File: config.mk
export PLATFORM = sky130hd
export DESIGN_NAME = clock_time_ctrl
export DESIGN_NICKNAME = d
export VERILOG_FILES = /design/src/rtl/clock_time_ctrl.sv
export SDC_FILE = /design/constraint.sdc
export NUM_CORES = 1
export LEC_CHECK = 0
export ABC_AREA = 1
export CAP_MARGIN = 5
export CORE_ASPECT_RATIO = 1.75
export CORE_MARGIN = 2
export CORE_UTILIZATION = 30
export CTS_BUF_LIST = sky130_fd_sc_hd__clkbuf_4 sky130_fd_sc_hd__clkbuf_8
export DETAILED_ROUTE_END_ITERATION = 7
export PLACE_DENSITY = 0.5
export SKIP_CTS_REPAIR_TIMING = 1
export SLEW_MARGIN = 20
export SYNTH_ARGS = -nofsm -noshare
export SYNTH_HDL_FRONTEND = slang
export SYNTH_SLANG_ARGS = --single-unit
File: constraint.sdc
create_clock -name in_clk -period 1.6 [get_ports in_clk]
set_input_delay 0.16 -clock in_clk [delete_from_list [all_inputs] [get_ports in_clk]]
set_output_delay 0.16 -clock in_clk [all_outputs]
set_load 0.005 [all_outputs]
File: src/rtl/clock_time_ctrl.sv
// clock_time_ctrl: HH:MM:SS BCD time-of-day counter with a two-button set mode.
// Optional blink of the field being set: define CLOCK_TIME_CTRL_BLINK_EN.
//
// Ports:
//   rst          async active-low reset
//   in_clk       system clock, rising edge
//   tick         1 Hz enable pulse, one in_clk cycle wide
//   btn_mode     debounced mode button level (async)
//   btn_inc      debounced increment button level (async)
//   sec_*/min_*/hour_*  BCD ones/tens digits
//   mode         0 RUN, 1 SET_HOUR, 2 SET_MIN, 3 SET_SEC
//   field_blank  blank request {hours, minutes, seconds}
module clock_time_ctrl #(
    parameter int SYNC_STAGES = 2,
    parameter int HOUR_MOD    = 24
) (
    input  logic       rst,
    input  logic       in_clk,
    input  logic       tick,
    input  logic       btn_mode,
    input  logic       btn_inc,
    output logic [3:0] sec_ones,
    output logic [3:0] sec_tens,
    output logic [3:0] min_ones,
    output logic [3:0] min_tens,
    output logic [3:0] hour_ones,
    output logic [3:0] hour_tens,
    output logic [1:0] mode,
    output logic [2:0] field_blank
);

    typedef enum logic [1:0] {
        RUN      = 2'd0,
        SET_HOUR = 2'd1,
        SET_MIN  = 2'd2,
        SET_SEC  = 2'd3
    } state_t;

    // Last legal hour value, split into BCD digits.
    localparam logic [3:0] HMAX_T = 4'((HOUR_MOD - 1) / 10);
    localparam logic [3:0] HMAX_O = 4'((HOUR_MOD - 1) % 10);

    state_t r_state;

    logic [3:0] r_s1, r_s10, r_m1, r_m10, r_h1, r_h10;

    logic [SYNC_STAGES-1:0] r_mode_sync;
    logic [SYNC_STAGES-1:0] r_inc_sync;
    logic                   r_mode_prev;
    logic                   r_inc_prev;

    logic       w_mode_p;
    logic       w_inc_p;
    logic [7:0] w_sec_nx;
    logic [7:0] w_min_nx;
    logic [7:0] w_hr_nx;
    logic       w_sec_wrap;
    logic       w_min_wrap;

    // Next value of a 00..59 BCD pair, {tens, ones}.
    function automatic logic [7:0] inc60(input logic [3:0] t,
                                         input logic [3:0] o);
        if (o == 4'd9)
            return (t == 4'd5) ? 8'h00 : {t + 4'd1, 4'd0};
        else
            return {t, o + 4'd1};
    endfunction

    // Next hour value, wrapping at HOUR_MOD-1.
    function automatic logic [7:0] inc_hr(input logic [3:0] t,
                                          input logic [3:0] o);
        if (t == HMAX_T && o == HMAX_O)
            return 8'h00;
        else if (o == 4'd9)
            return {t + 4'd1, 4'd0};
        else
            return {t, o + 4'd1};
    endfunction

    // Button synchronizers and rising-edge detectors.
    always_ff @(posedge in_clk or negedge rst) begin
        if (!rst) begin
            r_mode_sync <= '0;
            r_inc_sync  <= '0;
            r_mode_prev <= 1'b0;
            r_inc_prev  <= 1'b0;
        end else begin
            r_mode_sync <= {r_mode_sync[SYNC_STAGES-2:0], btn_mode};
            r_inc_sync  <= {r_inc_sync[SYNC_STAGES-2:0], btn_inc};
            r_mode_prev <= r_mode_sync[SYNC_STAGES-1];
            r_inc_prev  <= r_inc_sync[SYNC_STAGES-1];
        end
    end

    assign w_mode_p = r_mode_sync[SYNC_STAGES-1] & ~r_mode_prev;
    assign w_inc_p  = r_inc_sync[SYNC_STAGES-1] & ~r_inc_prev;

    assign w_sec_nx   = inc60(r_s10, r_s1);
    assign w_min_nx   = inc60(r_m10, r_m1);
    assign w_hr_nx    = inc_hr(r_h10, r_h1);
    assign w_sec_wrap = (r_s10 == 4'd5) && (r_s1 == 4'd9);
    assign w_min_wrap = (r_m10 == 4'd5) && (r_m1 == 4'd9);

    // Set-mode FSM and time registers. A mode pulse always moves the
    // state and drops any coincident inc; a RUN tick still counts.
    always_ff @(posedge in_clk or negedge rst) begin
        if (!rst) begin
            r_state <= RUN;
            r_s1    <= 4'd0;
            r_s10   <= 4'd0;
            r_m1    <= 4'd0;
            r_m10   <= 4'd0;
            r_h1    <= 4'd0;
            r_h10   <= 4'd0;
        end else begin
            if (w_mode_p) begin
                case (r_state)
                    RUN:      r_state <= SET_HOUR;
                    SET_HOUR: r_state <= SET_MIN;
                    SET_MIN:  r_state <= SET_SEC;
                    default:  r_state <= RUN;
                endcase
            end

            if (r_state == RUN) begin
                if (tick) begin
                    {r_s10, r_s1} <= w_sec_nx;
                    if (w_sec_wrap) begin
                        {r_m10, r_m1} <= w_min_nx;
                        if (w_min_wrap)
                            {r_h10, r_h1} <= w_hr_nx;
                    end
                end
            end else if (w_inc_p && !w_mode_p) begin
                case (r_state)
                    SET_HOUR: {r_h10, r_h1} <= w_hr_nx;
                    SET_MIN:  {r_m10, r_m1} <= w_min_nx;
                    default:  {r_s10, r_s1} <= 8'h00;
                endcase
            end
        end
    end

    assign sec_ones  = r_s1;
    assign sec_tens  = r_s10;
    assign min_ones  = r_m1;
    assign min_tens  = r_m10;
    assign hour_ones = r_h1;
    assign hour_tens = r_h10;
    assign mode      = r_state;

`ifdef CLOCK_TIME_CTRL_BLINK_EN
    logic r_blink;

    // Cleared on mode so the newly selected field shows at once.
    always_ff @(posedge in_clk or negedge rst) begin
        if (!rst)
            r_blink <= 1'b0;
        else if (w_mode_p)
            r_blink <= 1'b0;
        else if (tick)
            r_blink <= ~r_blink;
    end

    always_comb begin
        field_blank = 3'b000;
        case (r_state)
            SET_HOUR: field_blank = {r_blink, 2'b00};
            SET_MIN:  field_blank = {1'b0, r_blink, 1'b0};
            SET_SEC:  field_blank = {2'b00, r_blink};
            default:  field_blank = 3'b000;
        endcase
    end
`else
    assign field_blank = 3'b000;
`endif

endmodule

==> reports/metrics.yaml <==
first_pass_iters: 4
diodes: 0
setup_viol: 0
vias: 1589
dp_hpwl_um: 2930
worst-path-max-fanout: 4
nNetsFinal: 290
std_cell_rows: 37
cp-end-kind: "output pin"
drt_first_iter_violations: 37
worstRegToRegCells: 8
fin_area_um2: 2500
final_util: 0.421
core_area_um2: 5930
crit_arrival_ns: 1.38
area_delta_synth_final_pct: 35.5
total_power_mw: 3.47
dpl-instance-area_um2: 2320
grt_max_degree: 33
dieArea_um2: 6810
max_freq_mhz: 648
timing.critical_path.required_ns: 1.44
post-route-min-period_ns: 1.54
power_density_nw_per_um2: 1390
worst_clock_skew_ns: 0.00579
finalHoldViolCount: 0
die_h_um: 108
clock-sinks: 32
post-route-drc-count: 0
peakVddDrop_mv: 0.468
gr-total-overflow: 0
die_x_um: 63.2
synth_area_um2: 1840
rr_startpoint: "mode[0]$_DFFE_PN0P_"
grtUsageTotal: 0.129
htreeDepth: 2
portBuffers: 30
netlist_instances: 222
numCtsBuffers: 5
pre_cts_slack_ns: -0.0227
routed_via_density: 4.51
clk_pin_slew_worst_paths_ns: 0.07
ys_seq_elements: 32
syn_area_per_cell_um2: 8.30
worst_slack_ns: 0.0557
clk_latency_ns: 0.29
synth_cell_type_count: 26
drive_above_1_share: 0.182
routedWlPerCell_um: 11.6
period_share: 0.965
ys_seq_area_frac: 0.435
grt_pass1_vias: 1547
cts_tree: "yes"
outcome: "finished clean"
start_util: 0.311
crit_type: "register to output pin"
yosys_warnings: 0
finalSetupTns_ns: 0
antenna_found_initial: 0
drv_cap: 0
worstSetupStartpointType: "register"
place.gp.congestion: 0.810
ff2ff_setup_slack_ns: 0.10
root_buffer: "clkbuf_8"
p_leak_nw: 1.24
fillCellCount: 640
antenna_left: 0
wirelength_um: 4070
slew_violations: 0
clockBufferDepth: 2
hp-class: "input pin to async pin"
rr_endpoint: "sec_tens[0]$_DFFE_PN0P_"
crit_start: "mode[0]$_DFFE_PN0P_"
io_pins: 34
grt_pass1_wl_um: 6910
## state kept, by name, summed over array words and instances, names as in the netlist
| signal | flops |
|---|---|
| min_tens | 4 |
| min_ones | 4 |
| sec_tens | 4 |
| r_inc_sync | 2 |
| hour_ones | 4 |
| mode | 2 |
| r_mode_prev | 1 |
| r_mode_sync | 2 |
| sec_ones | 4 |
| r_inc_prev | 1 |
| hour_tens | 4 |
## cell usage after synthesis
| library cell | n | area, um2 |
|---|---|---|
| a22o_1 | 1 | 8.76 |
| nor2_1 | 16 | 60.1 |
| o22ai_1 | 1 | 6.26 |
| nor2_4 | 1 | 11.3 |
| inv_1 | 33 | 124 |
| buf_2 | 1 | 5.00 |
| o21ai_1 | 2 | 10.0 |
| ha_1 | 12 | 150 |
| nor2_2 | 1 | 6.26 |
| xor2_1 | 5 | 43.8 |
| buf_6 | 2 | 22.5 |
| or2_2 | 1 | 6.26 |
| a21oi_1 | 6 | 30.0 |
| o31ai_1 | 1 | 7.51 |
| nor2_8 | 1 | 20.0 |
| conb_1 | 1 | 3.75 |
| buf_4 | 3 | 22.5 |
| nand2_1 | 48 | 180 |
| nand2_2 | 5 | 31.3 |
| nand3_1 | 19 | 95.1 |
| nand3_2 | 1 | 10.0 |
| o21ai_0 | 15 | 75.1 |
| nand4_1 | 11 | 68.8 |
| nand3b_4 | 1 | 20.0 |
| nand2_4 | 2 | 22.5 |
| dfrtp_1 | 32 | 801 |
## cell type report
type,count,area [um2],area share
clock inverters,3,42.5,0.0170
well taps,78,97.6,0.0391
multi-input cells,153,922,0.369
repair buffers,48,439,0.176
flip-flops and latches,32,802,0.321
inverters,33,124,0.0496
clock buffers,5,68.8,0.0276
## cell usage in the layout (no fill, tap or decap), types with 11 or more instances in the layout
cell type	instances
inv_1	31
o21ai_0	14
clkdlybuf4s50_1	30
nand3_1	17
ha_1	11
nor2_1	15
nand2_1	45
buf_4	17
nand4_1	11
dfrtp_1	31
## worst max-delay path, stage by stage, from the launching register on
cell and delay, ns:
dfrtp_1 0.39, buf_4 0.13, buf_4 0.14, clkdlybuf4s50_1 0.44
## worst max-delay path by stage
stage	slack, ns	depth (start not counted)	end
global route	-0.005	10	min_tens[3]$_DFFE_PN0P_
finish	0.06	3	mode[0]
global placement	0.007	9	hour_tens[1]$_DFFE_PN0P_
CTS	-0.05	9	hour_tens[3]$_DFFE_PN0P_
floorplan	0.007	9	sec_tens[0]$_DFFE_PN0P_
detailed placement	-0.02	9	hour_tens[2]$_DFFE_PN0P_
## power by group
part	switching, mW	total (mW)	internal (mW)	leakage (nW)
logic	0.843	1.61	0.770	0.768
registers	0.130	1.07	0.943	0.418
clock network	0.321	0.782	0.461	0.0541
total	1.29	3.47	2.17	1.24
## per-stage QoR
stage / hold WS, ns / cells
2_1_floorplan: -0.136 / 224
3_3_place_gp: 0.334 / 342
3_5_place_dp: 0.337 / 342
4_1_cts: 0.279 / 350
5_1_grt: 0.308 / 352
6_report: 0.271 / 352
## metal layers
metal | global-route usage | wire length (um) | vias to the layer above
met3 | 0.0241 | 138 | 5
met5 | 0 | 0 | -
met4 | 0.0621 | 89 | 0
li1 | - | - | 812
met1 | 0.145 | 1710 | 743
met2 | 0.229 | 2130 | 29
## cells by family after synthesis
family                     Yosys count  share of synthesized area
AOI/OAI and AO/OA                   26                     0.0747
adders and majority gates           12                     0.0815
and+or+nand+nor                    107                      0.289
other                                1                    0.00204
buffers and inverters               39                     0.0944
xor gates and xnor gates             5                     0.0238
DFF                                 32                      0.435
Note: power is estimated with default switching activity, not from simulation.
